## src/rtl/l1_rr_arbiter.sv

```systemverilog
// Round-robin grant controller for L1 interconnect host ports with burst lock and
// per-host outstanding-response caps. Optional per-host beat statistics: L1_ARB_STATS_EN.

// state      | meaning
// -----------+-------------------------------------------------------------
// ST_ARB     | rotate grants from ptr_q over eligible hosts
// ST_LOCKED  | only owner_q may be granted; timer_q counts cycles held
module l1_rr_arbiter #(
   parameter int NumHosts       = 2,
   parameter int MaxOutstanding = 4,
   parameter int LockTimeout    = 16
) (
   input  logic                      clk_i,
   input  logic                      rst_ni,
   input  logic [NumHosts-1:0]       host_req_valid_i,
   input  logic [NumHosts-1:0]       host_lock_i,
   input  logic [NumHosts-1:0]       network_ready_i,
   input  logic [NumHosts-1:0]       host_resp_valid_i,
`ifdef L1_ARB_STATS_EN
   input  logic                      stats_clr_i,
   output logic [NumHosts-1:0][15:0] grant_count_o,
`endif
   output logic [NumHosts-1:0]       host_grant_o,
   output logic                      lock_active_o,
   output logic                      lock_timeout_o,
   output logic [NumHosts-1:0]       outstanding_full_o
);

   localparam int IdxW = (NumHosts > 1) ? $clog2(NumHosts) : 1;
   localparam int CntW = $clog2(MaxOutstanding + 1);
   localparam int TmrW = $clog2(LockTimeout + 1);

   typedef enum logic {ST_ARB, ST_LOCKED} state_t;

   state_t            state_q;
   logic [IdxW-1:0]   ptr_q;
   logic [IdxW-1:0]   owner_q;
   logic [TmrW-1:0]   timer_q;
   logic              timeout_q;
   logic [CntW-1:0]   cnt_q [NumHosts];
   logic [CntW-1:0]   cnt_d [NumHosts];
   logic [NumHosts-1:0] full_q;

   logic [NumHosts-1:0] eligible;
   logic [NumHosts-1:0] grant;
   logic [IdxW-1:0]     win;
   logic                win_lock;
   logic                owner_valid;
   logic                found;
   int                  tgt;

   function automatic logic [IdxW-1:0] next_idx(input logic [IdxW-1:0] x);
      int t;
      t = int'(x) + 1;
      if (t >= NumHosts) t = 0;
      return IdxW'(t);
   endfunction

   assign eligible = host_req_valid_i & network_ready_i & ~full_q;

   always_comb begin
      grant       = '0;
      win         = '0;
      found       = 1'b0;
      tgt         = 0;
      owner_valid = 1'b0;
      for (int h = 0; h < NumHosts; h++)
         if (IdxW'(h) == owner_q) owner_valid = host_req_valid_i[h];
      if (state_q == ST_LOCKED) begin
         win = owner_q;
         for (int h = 0; h < NumHosts; h++)
            if (IdxW'(h) == owner_q) grant[h] = eligible[h];
      end else begin
         // Offset i from the pointer; the first eligible host wins.
         for (int i = 0; i < NumHosts; i++) begin
            tgt = int'(ptr_q) + i;
            if (tgt >= NumHosts) tgt = tgt - NumHosts;
            for (int h = 0; h < NumHosts; h++) begin
               if (!found && (h == tgt) && eligible[h]) begin
                  found    = 1'b1;
                  grant[h] = 1'b1;
                  win      = IdxW'(h);
               end
            end
         end
      end
   end

   assign win_lock = |(grant & host_lock_i);

   // Gated so the grant drops the moment reset asserts, even with requests held.
   assign host_grant_o       = grant & {NumHosts{rst_ni}};
   assign lock_active_o      = (state_q == ST_LOCKED);
   assign lock_timeout_o     = timeout_q;
   assign outstanding_full_o = full_q;

   always_ff @(posedge clk_i or negedge rst_ni) begin
      if (!rst_ni) begin
         state_q   <= ST_ARB;
         ptr_q     <= '0;
         owner_q   <= '0;
         timer_q   <= '0;
         timeout_q <= 1'b0;
      end else begin
         timeout_q <= 1'b0;
         case (state_q)
            ST_ARB: begin
               if (|grant) begin
                  if (win_lock) begin
                     state_q <= ST_LOCKED;
                     owner_q <= win;
                     timer_q <= TmrW'(1);
                  end else begin
                     ptr_q <= next_idx(win);
                  end
               end
            end
            ST_LOCKED: begin
               timer_q <= timer_q + 1'b1;
               if (((|grant) && !win_lock) || !owner_valid ||
                   (timer_q == TmrW'(LockTimeout))) begin
                  state_q <= ST_ARB;
                  ptr_q   <= next_idx(owner_q);
                  timer_q <= '0;
               end else if (timer_q == TmrW'(LockTimeout - 1)) begin
                  // Registered one cycle early so the pulse lands in the release cycle.
                  timeout_q <= 1'b1;
               end
            end
            default: state_q <= ST_ARB;
         endcase
      end
   end

   always_comb begin
      for (int h = 0; h < NumHosts; h++) begin
         cnt_d[h] = cnt_q[h];
         if (grant[h] && !host_resp_valid_i[h])
            cnt_d[h] = cnt_q[h] + 1'b1;
         else if (!grant[h] && host_resp_valid_i[h] && (cnt_q[h] != '0))
            cnt_d[h] = cnt_q[h] - 1'b1;
      end
   end

   always_ff @(posedge clk_i or negedge rst_ni) begin
      if (!rst_ni) begin
         for (int h = 0; h < NumHosts; h++) cnt_q[h] <= '0;
         full_q <= '0;
      end else begin
         for (int h = 0; h < NumHosts; h++) begin
            cnt_q[h]  <= cnt_d[h];
            full_q[h] <= (cnt_d[h] == CntW'(MaxOutstanding));
         end
      end
   end

`ifdef L1_ARB_STATS_EN
   logic [NumHosts-1:0][15:0] gcnt_q;

   always_ff @(posedge clk_i or negedge rst_ni) begin
      if (!rst_ni) begin
         gcnt_q <= '0;
      end else begin
         for (int h = 0; h < NumHosts; h++) begin
            if (stats_clr_i)   gcnt_q[h] <= '0;
            else if (grant[h]) gcnt_q[h] <= gcnt_q[h] + 16'd1;
         end
      end
   end

   assign grant_count_o = gcnt_q;
`endif

`ifndef SYNTHESIS
   always_ff @(posedge clk_i) begin
      if (rst_ni) begin
         assert ($onehot0(host_grant_o))
            else $error("l1_rr_arbiter: grant not one-hot: %b", host_grant_o);
         for (int h = 0; h < NumHosts; h++)
            if (host_resp_valid_i[h] && !grant[h] && (cnt_q[h] == '0))
               $error("l1_rr_arbiter: response to host %0d with nothing outstanding", h);
      end
   end
`endif

endmodule

```

## config.mk

```make
export PLATFORM = sky130hd
export DESIGN_NAME = l1_rr_arbiter
export DESIGN_NICKNAME = d
export VERILOG_FILES = /design/src/rtl/l1_rr_arbiter.sv
export SDC_FILE = /design/constraint.sdc
export NUM_CORES = 1
export LEC_CHECK = 0
export CORE_ASPECT_RATIO = 1.1
export CORE_UTILIZATION = 36
export DETAILED_ROUTE_END_ITERATION = 7
export PLACE_DENSITY = 0.66
export SLEW_MARGIN = 20
export SYNTH_ARGS = -nofsm -noshare
export SYNTH_HDL_FRONTEND = slang
export SYNTH_SLANG_ARGS = --single-unit
export TNS_END_PERCENT = 100
```

## constraint.sdc

```tcl
create_clock -name clk_i -period 2.5 [get_ports clk_i]
set_input_delay 0.375 -clock clk_i [delete_from_list [all_inputs] [get_ports clk_i]]
set_output_delay 0.375 -clock clk_i [all_outputs]
set_load 0.02 [all_outputs]
```

# Word level (Yosys, flattened, before mapping)

Index checks and enable logic that the tools add are counted.

Add/subtract/negate cells: 10
$lt $le $gt $ge: 4
Equal/unequal tests: 10
Multiplexer cells: 41
Bitwise gates (word level): 6
Reduce and logical (&&, ||, !) cells: 34

Operators by type and width:

| operator                                                            | count |
|---|---|
| 32-bit two-way mux                                                  | 4 |
| 2-bit by 32-bit == test with 1-bit output (first input constant)    | 2 |
| 32-bit logical NOT                                                  | 2 |
| 1-bit two-way mux                                                   | 26 |
| 5-bit two-way mux                                                   | 3 |
| 1-bit logical AND                                                   | 14 |
| 3-bit two-way mux                                                   | 4 |
| 5-bit one-hot mux with 2 select lines                               | 1 |
| 1-bit logical NOT                                                   | 9 |
| 2-bit bitwise AND                                                   | 4 |
| 1-bit by 1-bit adder with 2-bit output (second input constant)      | 3 |
| 3-bit by 1-bit adder with 3-bit output (second input constant)      | 2 |
| 3-bit == test (second input constant)                               | 2 |
| 2-bit >= comparator (second input constant)                         | 3 |
| 2-bit != test (second input constant)                               | 3 |
| 3-bit AND reduction                                                 | 2 |
| 3-bit nonzero test                                                  | 2 |
| 3-bit by 1-bit subtractor with 3-bit output (second input constant) | 2 |
| 5-bit by 1-bit adder with 5-bit output (second input constant)      | 1 |
| 5-bit by 4-bit == test with 1-bit output (second input constant)    | 1 |
| 5-bit == test (second input constant)                               | 1 |
| 1-bit one-hot mux with 2 select lines                               | 2 |
| 2-bit OR reduction                                                  | 2 |
| 1-bit by 2-bit subtractor with 3-bit output (second input constant) | 1 |
| other kinds (8)                                                     | 9 |

Flip-flop bits (word level): 17
Input port bits: 10
Output and inout bits: 6
Logic and storage cells: 113

# Logic depth before layout (Yosys ltp)

Gate-level depths: netlist of run 1.

Word-level depth: 30
Mapped depth: 7
Mapped depth without buffers: 7

# Worst setup path before layout of run 1

OpenSTA, ideal clock, no wires.

Kind: reg-to-reg
Start point: register state_q (netlist: lock_active_o)
End point: register timer_q[2]
Setup time: 126 ps
Arrival time: 1,814 ps
Required time: 2,374 ps
Path slack: 560 ps
Stages on the path, launching flop included: 7
Path buffers: 2
Clock period less this slack: 1,940 ps
Cell sequence: dfrtp_1 -> buf_6 -> o311a_4 -> buf_6 -> a22oi_4 -> a21oi_2 -> a221o_1

Word-level cells in the longest chain between the ends: 9
Elaborated cells between the ends (all ways): 14
Those cells by class: eq/ne (2); mux (3); bitwise (2); reduce/logical (7)

RTL lines:

| element                               | line | source |
|---|---|---|
| start: declaration                    | 35   | `state_t state_q;` |
| start signal: assignment              | 99   | `state_q <= ST_ARB;` |
| start signal: assignment              | 110  | `state_q <= ST_LOCKED;` |
| start signal: assignment              | 122  | `state_q <= ST_ARB;` |
| 2-bit two-way mux                     | 69   | `if (state_q == ST_LOCKED) begin` |
| 2-bit bitwise AND                     | 89   | `assign win_lock = \|(grant & host_lock_i);` |
| 2-bit OR reduction                    | 89   |  |
| 1-bit logical NOT                     | 120  | `if (((\|grant) && !win_lock) \|\| !owner_valid \|\|` |
| 1-bit logical AND                     | 120  |  |
| 1-bit logical OR (2 in a row)         | 120  |  |
| 5-bit two-way mux                     | 120  |  |
| 5-bit one-hot mux with 2 select lines | 106  | `case (state_q)` |
| end signal: assignment                | 112  | `timer_q <= TmrW'(1);` |
| end signal: assignment                | 119  | `timer_q <= timer_q + 1'b1;` |
| end: declaration                      | 38   | `logic [TmrW-1:0] timer_q;` |

Several ways; a longest one is shown, not always the timed one.
A chain may end at the register's enable or synchronous reset.

# Worst setup path after layout of run 1

Start point: input port host_req_valid_i[0]
End point: output port host_grant_o[1]

Word-level cells in the longest chain between the ends: 21
Elaborated cells between the ends (all ways): 22
Those cells by class: mux (9); bitwise (3); reduce/logical (10)

RTL lines:

| element                          | line | source |
|---|---|---|
| start: declaration               | 15   | `input logic [NumHosts-1:0] host_req_valid_i,` |
| 2-bit bitwise AND * (2 in a row) | 59   | `assign eligible = host_req_valid_i & network_ready_i & ~full_q;` |
| 1-bit logical AND                | 79   | `if (!found && (h == tgt) && eligible[h]) begin` |
| 1-bit two-way mux                | 79   |  |
| 1-bit two-way mux                | 69   |  |
| 1-bit logical NOT                | 79   |  |
| 1-bit logical AND (2 in a row)   | 79   |  |
| 1-bit two-way mux                | 79   |  |
| 1-bit two-way mux                | 69   |  |
| 1-bit logical NOT                | 79   |  |
| 1-bit logical AND (2 in a row)   | 79   |  |
| 1-bit two-way mux                | 79   |  |
| 1-bit two-way mux                | 69   |  |
| 1-bit logical NOT                | 79   |  |
| 1-bit logical AND (2 in a row)   | 79   |  |
| 1-bit two-way mux *              | 79   |  |
| 2-bit two-way mux *              | 69   |  |
| 2-bit bitwise AND *              | 92   | `assign host_grant_o = grant & {NumHosts{rst_ni}};` |
| end: declaration                 | 23   | `output logic [NumHosts-1:0] host_grant_o,` |

Every way passes the cells marked *; elsewhere a longest branch is shown, timed or not. The select of a mux whose other input is x is not followed.

==> impl_metrics.tcl, run 1 <==
set metrics [dict create \
    outcome "finished, final reports clean" \
    grt_pass1_wl_mm 4.73 \
    via_per_inst 5.27 \
    crit_family "buffers and inverters" \
    drt_iter0_drc 22 \
    slowest_delay_ns 0.62 \
    worst-path-buf-inv 2 \
    cts_root_buf "clkbuf_4" \
    io_buffers 15 \
    clk_pin_slew_ns 0.11 \
    tightest_slew_ns 0.447 \
    clock_power_share 0.103 \
    cpMostUsedCell "clkdlybuf4s50_1" \
    p_seq_frac 0.328 \
    ys_types 49 \
    dpl-instance-area_um2 1520 \
    fp.dieArea_um2 3830 \
    num_rows 22 \
    initial_core_util 0.381 \
    synth-edff-count 0 \
    async_flop_share 1.00 \
    gr-total-overflow 0 \
    p_leak_nw 0.698 \
    final_cell_area_um2 1550 \
    synth_cells 125 \
    area_growth_pct 20.0 \
    die_h_um 64.8 \
    startpoint_type "input port" \
    final_hold_viol_count 0 \
    power_density_nw_per_um2 958 \
    r2r_start "lock_active_o" \
    boundaryPins 16 \
    synth-seq-area-share 0.329 \
    via_count 1028 \
    floorplan.die.width_um 59.1 \
    antenna_left 0 \
    fmax_mhz 403 \
    numCtsBuffers 3 \
    core_region_area_um2 3390 \
    required_ns 2.12 \
    crit_fanout 4 \
    ys_dominant_reg_cell "dfrtp_1" \
    syn-cell-area_um2 1290 \
    hp-class "input port to asynchronous set/reset pin" \
    path_cells "clkdlybuf4s50_1 -> and3b_4 -> a311oi_4 -> and2_1 -> clkdlybuf4s50_1" \
    clkSinkCount 17 \
    wl_mm 2.66 \
    min_period_ns 2.48 \
    p_switching_uw 648 \
    cp.depth 5 \
    ys_ff_latch 17 \
    fin_nets 167 \
    rsz0062_at_grt "false" \
    drv_cap 0 \
    crit_slowest_cell "clkdlybuf4s50_1" \
    synth_nets 144 \
    cts_hold_buf 0 \
    regToRegSetupSlack_ns 0.48 \
    critPathKind "input port to primary output" \
    cp-startpoint "host_req_valid_i[0]" \
    peakVddDrop_mv 0.385 \
    power_mw 1.48 \
    clk_path_buf_depth 2 \
    p_int_uw 836 \
    clkLatencyLatePin_ns 0.29 \
    place_congestion 0.776 \
    critPathArrivalTime_ns 2.11 \
    antenna_cells 0 \
    cts.htree.levels 1 \
    setup_viol 0 \
    grt_start_max_net_pins 14 \
    fin_tns_setup_ns 0 \
    drive_above_1_share 0.184 \
    yosys_warnings 0 \
    fin_skew_ns 0.0105 \
    cts_tree "built" \
    worst_setup_path_end_kind "primary output" \
    r2r-end "timer_q[2]" \
    post_drt_wl_per_cell_um 13.6 \
    synth_area_per_cell_um2 10.3 \
    power_frac_comb 0.569 \
    synth_area_leader_cell "dfrtp_1" \
    synth.area.top_cells "dfrtp_1, ha_1, mux2i_1, inv_1, buf_6" \
    period_share 0.994 \
    grt.total_usage 0.161 \
    grt_pass1_vias 1087 \
    yosys.area.top_type_share 0.329 \
    worstRegToRegCells 7 \
    first_pass_iters 4 \
    slew_violations 0 \
    swShare 0.437 \
    route.detailed.drc 0 \
    slew_headroom 0.702 \
    netlist_top_cells_count "dfrtp_1, inv_1, ha_1, mux2i_1" \
    antenna_found_initial 0 \
    post-dp-hpwl_mm 2.13 \
    yosysMostFrequentCell "dfrtp_1" \
]
==> power groups by stage <==
stage,logic [mW],registers (mW),clock network [mW]
global route,0.952,0.506,0.172
detailed placement,0.848,0.492,0
CTS,0.853,0.486,0.156
finish,0.844,0.487,0.153
floorplan,0.628,0.487,0
global placement,0.809,0.488,0
==> per-stage QoR <==
step / std cells / worst slack, ns / hold slack (ns) / utilization
floorplan: 125 / 0.560 / 0.0794 / -
global placement: 191 / 0.0334 / 0.507 / 0.449
detailed placement: 191 / 0.0101 / 0.508 / 0.449
CTS: 195 / 0.0203 / 0.496 / 0.457
global route: 195 / 0.000702 / 0.493 / 0.458
finish: 195 / 0.0156 / 0.480 / 0.458
==> kinds of logic (layout without fill, tap and decap cells) <==
group | Yosys count | after routing | share of synthesized area
AOI/OAI and AO/OA | 39 | 39 | 0.284
and+or+nand+nor | 34 | 34 | 0.170
buffers and inverters | 18 | 40 | 0.0698
DFF | 17 | 17 | 0.329
adders and majority gates | 9 | 9 | 0.0872
muxes | 6 | 6 | 0.0465
xor gates and xnor gates | 2 | 2 | 0.0136
==> how the worst max path moves through the flow <==
stage	to
final	host_grant_o[1]
after global routing	host_grant_o[1]
after CTS	host_grant_o[0]
after detailed placement	timer_q[2]
after global placement	host_grant_o[1]
after floorplan	timer_q[2]
==> timing repair <==
item,4_1_cts,5_1_grt
endpoints found under the setup margin,0,1
resized for setup,0,1
setup buffers,0,0
==> registers in the layout, indices dropped and copies added (netlist names), named ones only <==
name / count
lock_timeout_o: 1
lock_active_o: 1
outstanding_full_o: 2
timer_q: 5
cnt_q: 6
ptr_q: 1
==> cell type report <==
type	count	area [um2]
well taps	48	60.1
flip-flops and latches	17	425
multi-input cells	90	776
clock buffers	4	26.3
fillers	326	1840
inverters	13	48.8
repair buffers	23	213
==> placed cells by master, fill, tap and decap left out, drive strengths merged, types with 2 or more instances in the layout <==
cell	instances
xnor2	2
nor3	3
nor3b	2
o31ai	2
nor2	6
nand3	3
a21oi	6
and2	4
nand2	4
ha	9
inv	13
o41ai	2
a211oi	3
nor2b	4
a221o	2
clkdlybuf4s50	14
a22o	3
dfrtp	17
o21ai	7
o311a	2
a311oi	2
clkbuf	4
mux2i	6
buf	8
==> per-layer routing <==
metal,routed length [um],global-route usage,up-vias
met5,0,0,-
met4,16,0.0446,0
met3,104,0.0299,2
met2,1310,0.277,16
met1,1220,0.201,500
li1,-,-,510
(Power assumes the default switching activity.)
==> run 2: changes to the inputs <==
--- a/config.mk
+++ b/config.mk
@@ -8,7 +8,9 @@
 export CORE_ASPECT_RATIO = 1.1
 export CORE_UTILIZATION = 36
 export DETAILED_ROUTE_END_ITERATION = 7
+export GPL_TIMING_DRIVEN = 0
 export PLACE_DENSITY = 0.66
+export SETUP_SLACK_MARGIN = 0.05
 export SLEW_MARGIN = 20
 export SYNTH_ARGS = -nofsm -noshare
 export SYNTH_HDL_FRONTEND = slang
==> impl_metrics.tcl, run 2 (synthesis results as in run 1) <==
set metrics [dict create \
    wl_mm 2.60 \
    peakVddDrop_mv 0.433 \
    required_ns 2.12 \
    floorplan.die.width_um 59.1 \
    final_cell_mix "dfrtp_1, inv_1, clkdlybuf4s50_1, ha_1, mux2i_1" \
    slew_headroom 0.436 \
    critPathKind "input port to primary output" \
    regMostFlops "cnt_q" \
    route.detailed.drc 0 \
    setup_viol 0 \
    final_hold_viol_count 0 \
    crit_family "buffers and inverters" \
    via_count 1019 \
    clkSinkCount 17 \
    cp.depth 6 \
    hp-class "input port to asynchronous set/reset pin" \
    period_share 0.951 \
    cts_root_buf "clkbuf_4" \
    path_cells "clkdlybuf4s50_1 -> nand3b_4 -> o311a_4 -> buf_6 -> and2_2 -> dlygate4sd2_1" \
    rsz0062_at_grt "false" \
    clkLatencyLatePin_ns 0.29 \
    instances_no_fill 192 \
    fin_tns_setup_ns 0 \
    drt_iter0_drc 42 \
    first_pass_iters 4 \
    antenna_left 0 \
    grt_pass1_vias 974 \
    worstRegToRegCells 6 \
    place_congestion 0.748 \
    clk_path_buf_depth 2 \
    gr-usage-met3 0.0220 \
    numCtsBuffers 3 \
    grt.busiest_layer "met2" \
    met1_usage 0.206 \
    drive_above_1_share 0.160 \
    crit_slowest_cell "clkdlybuf4s50_1" \
    fin_nets 164 \
    cts_hold_buf 0 \
    final_cell_area_um2 1520 \
    power_mw 1.47 \
    gr-total-overflow 0 \
    post_drt_wl_per_cell_um 13.5 \
    initial_core_util 0.381 \
    grt_pass1_wl_mm 4.36 \
    worst_setup_path_end_kind "primary output" \
    grt_start_max_net_pins 20 \
    startpoint_type "input port" \
    slew_violations 0 \
    antenna_cells 0 \
    drv_cap 0 \
    boundaryPins 16 \
    power_density_nw_per_um2 967 \
    io_buffers 14 \
    cts_tree "built" \
    fmax_mhz 421 \
    clk_pin_slew_ns 0.11 \
    via_per_inst 5.31 \
    outcome "finished, final reports clean" \
    die_h_um 64.8 \
    min_period_ns 2.38 \
    post-dp-hpwl_mm 1.92 \
    worst-path-buf-inv 3 \
    fp.dieArea_um2 3830 \
    area_growth_pct 17.8 \
    fin_skew_ns 0.00183 \
    use_met2 0.224 \
    dpl-instance-area_um2 1490 \
    largest_reg_flops 6 \
    tightest_slew_ns 0.847 \
    core_region_area_um2 3390 \
    p_leak_nw 0.673 \
    hold_ws_ns 0.286 \
    slowest_delay_ns 0.52 \
    crit_fanout 10 \
    antenna_found_initial 0 \
    num_rows 22 \
    grt.total_usage 0.148 \
    critPathArrivalTime_ns 2.00 \
    final_common_cell "dfrtp_1" \
    cts.htree.levels 1 \
    dp.cells 187 \
]
[run 2: cell types whose count changed in the layout (fill, tap and decap cells not counted)]
cell,before,now
buf_4,8,1
buf_6,0,3
clkdlybuf4s50_1,14,11
dlygate4sd2_1,0,3
clkbuf_1,1,3
dlymetal6s2s_1,1,0
[run 2: final cells by class]
cell class / count / area, um2
Buffer: 5 / 41.3
Clock buffer: 4 / 26.3
Fill cell: 340 / 1860
Inverter: 13 / 48.8
Multi-Input combinational cell: 90 / 776
Sequential cell: 17 / 425
Tap cell: 48 / 60.1
Timing Repair Buffer: 15 / 144
[run 2: worst reg2reg max path: stages, from the launching register on]
cell and delay, ns:
dfrtp_1 0.39, and3b_4 0.33, a311oi_4 0.11, buf_4 0.18, a221oi_2 0.53, a2111oi_4 0.10
a221o_1 0.28
[run 2: final timing paths]
kind                                              end             startpoint  slack (ns)
max                                   host_grant_o[0]    host_req_valid_i[1]        0.12
min                        asynchronous set/reset pin                 rst_ni        0.29
max reg2reg                                timer_q[2]  outstanding_full_o[0]        0.46
min reg2reg                                timer_q[0]             timer_q[0]        0.54
max in group asynchronous                    cnt_q[0]                 rst_ni        1.70
min in group clk_i                           cnt_q[1]   host_resp_valid_i[1]        0.47
[run 2: repair_timing]
item                       4_1_cts  5_1_grt
buffers inserted                 1        0
setup endpoints to repair        2        0
hold endpoints to repair         0        0
resized for setup                3        0
[run 2: metal layers]
| metal | vias to the layer above | wire length, um |
|---|---|---|
| met3 | 2 | 91 |
| met5 | - | 0 |
| li1 | 503 | - |
| met1 | 498 | 1250 |
| met4 | 0 | 24 |
| met2 | 16 | 1240 |
[run 2: where the power goes]
| group | switching [mW] | leakage (nW) | internal [mW] | total, mW |
|---|---|---|---|---|
| Clock | 0.0931 | 0.0150 | 0.0621 | 0.155 |
| Sequential | 0.104 | 0.213 | 0.375 | 0.479 |
| Combinational | 0.450 | 0.445 | 0.388 | 0.838 |
| Total | 0.647 | 0.673 | 0.825 | 1.47 |
[run 2: per-stage QoR]
stage	utilization	setup WS, ns
after global placement	0.441	-0.287
after detailed placement	0.441	-0.275
after global routing	0.449	0.0700
after CTS	0.449	0.107
after floorplan	-	0.560
final	0.449	0.122
==> run 3: changes to the inputs <==
--- a/config.mk
+++ b/config.mk
@@ -5,6 +5,7 @@
 export SDC_FILE = /design/constraint.sdc
 export NUM_CORES = 1
 export LEC_CHECK = 0
+export ABC_AREA = 1
 export CORE_ASPECT_RATIO = 1.1
 export CORE_UTILIZATION = 36
 export DETAILED_ROUTE_END_ITERATION = 7
==> impl_metrics.tcl, run 3 <==
set metrics [dict create \
    peakVddDrop_mv 0.492 \
    boundaryPins 16 \
    antenna_cells 0 \
    fin_skew_ns 0.00479 \
    syn-cell-area_um2 1200 \
    ys_ff_latch 17 \
    area_growth_pct 17.9 \
    hold_ws_ns 0.0121 \
    drt_iter0_drc 49 \
    dp.cells 209 \
    yosysMostFrequentCell "nand2_1" \
    tightest_slew_ns 0.467 \
    async_flop_share 1.00 \
    netlist_top_cells_count "nand2_1, inv_1, dfrtp_1, nor2_1, nand3_1" \
    worst_setup_path_end_kind "primary output" \
    ys_dominant_reg_cell "dfrtp_1" \
    worst_slack_ns 0.332 \
    place_ws_ns -0.241 \
    power_density_nw_per_um2 924 \
    path_cells "clkdlybuf4s50_1 -> nand3_1 -> nor2_8 -> nand2_4 -> nor2_1 -> dlygate4sd2_1" \
    cts_tree "built" \
    io_buffers 15 \
    final_hold_viol_count 0 \
    clkSinkCount 17 \
    clkLatencyLatePin_ns 0.29 \
    post_drt_wl_per_cell_um 10.9 \
    p_leak_nw 0.787 \
    setup_viol 0 \
    grt.total_usage 0.154 \
    final_cell_mix "nand2_1, inv_1, nor2_1, dfrtp_1, nand3_1" \
    route.detailed.drc 2 \
    crit_slowest_cell "clkdlybuf4s50_1" \
    outcome "finished, violations left" \
    power_mw 1.31 \
    drive_above_1_share 0.128 \
    hp-class "input port to asynchronous set/reset pin" \
    gr-total-overflow 0 \
    wl_mm 2.33 \
    required_ns 2.12 \
    grt_start_max_net_pins 19 \
    via_per_inst 4.89 \
    cp-startpoint "host_req_valid_i[1]" \
    critPathKind "input port to primary output" \
    synth_nets 179 \
    ys_types 24 \
    synth-edff-count 0 \
    cts_resized 3 \
    place_congestion 0.754 \
    cts.htree.levels 1 \
    synth-seq-area-share 0.353 \
    seqCellArea_um2 425 \
    synth.area.top_cells "dfrtp_1, nand2_1, inv_1, ha_1, nand3_1" \
    startpoint_type "input port" \
    fp.dieArea_um2 3580 \
    clk_pin_slew_ns 0.10 \
    initial_core_util 0.385 \
    largest_reg_flops 6 \
    num_rows 21 \
    r2r_start "lock_active_o" \
    floorplan.die.width_um 57.1 \
    slowest_delay_ns 0.51 \
    grt_pass1_wl_mm 4.35 \
    synth_area_per_cell_um2 7.52 \
    fmax_mhz 461 \
    numCtsBuffers 3 \
    dpl-instance-area_um2 1400 \
    worstRegToRegCells 10 \
    core_region_area_um2 3130 \
    cts_root_buf "clkbuf_4" \
    slew_violations 0 \
    crit_fanout 4 \
    regToRegSetupSlack_ns 0.98 \
    final_common_cell "nand2_1" \
    cts_hold_buf 0 \
    yosys.area.top_type_share 0.353 \
    first_pass_iters 6 \
    min_period_ns 2.17 \
    grt_pass1_vias 1050 \
    slew_headroom 0.689 \
    yosys_warnings 0 \
    rsz0062_at_grt "false" \
    r2r-end "outstanding_full_o[0]" \
    instances_no_fill 213 \
    critPathArrivalTime_ns 1.79 \
    antenna_left 0 \
    synth_area_leader_cell "dfrtp_1" \
    drv_cap 0 \
    multiInputGateArea_um2 639 \
    period_share 0.867 \
    die_h_um 62.6 \
    via_count 1041 \
    regMostFlops "cnt_q" \
    fin_nets 199 \
    post-dp-hpwl_mm 1.89 \
    fillers 326 \
    violations "DRC" \
    clk_path_buf_depth 2 \
    postCtsSetupRepairBufs 0 \
    synth_cells 160 \
    antenna_found_initial 0 \
    final_cell_area_um2 1420 \
]
==> run 3: stage by stage <==
stage / TNS (ns) / util
after global placement: -0.351 / 0.447
final: 0 / 0.454
after global routing: 0 / 0.454
after floorplan: 0 / -
after detailed placement: -0.475 / 0.447
after CTS: 0 / 0.455
==> run 3: cell families after synthesis <==
group	after synthesis	synth area share
DFF	17	0.353
AOI/OAI and AO/OA	11	0.0520
and+or+nand+nor	85	0.377
buffers and inverters	37	0.115
adders and majority gates	9	0.0936
muxes	1	0.00832
==> run 3: worst max-delay path: cells and delay by family <==
kind / cells / cell delay, ns
buffers and inverters: 2 / 0.85
and+or+nand+nor: 4 / 0.58
==> run 3: cell type report <==
cell class                      count  share of cell area
Multi-Input combinational cell    106               0.451
Sequential cell                    17               0.300
Timing Repair Buffer               15               0.103
Inverter                           37              0.0979
Tap cell                           34              0.0300
Clock buffer                        4              0.0185
==> run 3: routing by layer <==
metal  vias up  wire (um)  global-route usage
li1        534          -                   -
met1       475       1030               0.184
met2        26       1160               0.268
met3         6         87              0.0373
met4         0         46              0.0518
met5         -          0                   0
==> run 3: how the worst max path moves through the flow <==
stage | slack, ns | endpoint
floorplan | 0.91 | host_grant_o[1]
global placement | -0.18 | host_grant_o[1]
finish | 0.33 | host_grant_o[1]
global route | 0.24 | host_grant_o[1]
detailed placement | -0.24 | host_grant_o[1]
CTS | 0.07 | host_grant_o[0]
==> run 3: power by group <==
| group | leakage [nW] | internal (mW) | switching (mW) | total (mW) |
|---|---|---|---|---|
| Clock | 0.0150 | 0.0621 | 0.0893 | 0.151 |
| Combinational | 0.558 | 0.266 | 0.439 | 0.705 |
| Sequential | 0.215 | 0.376 | 0.0796 | 0.455 |
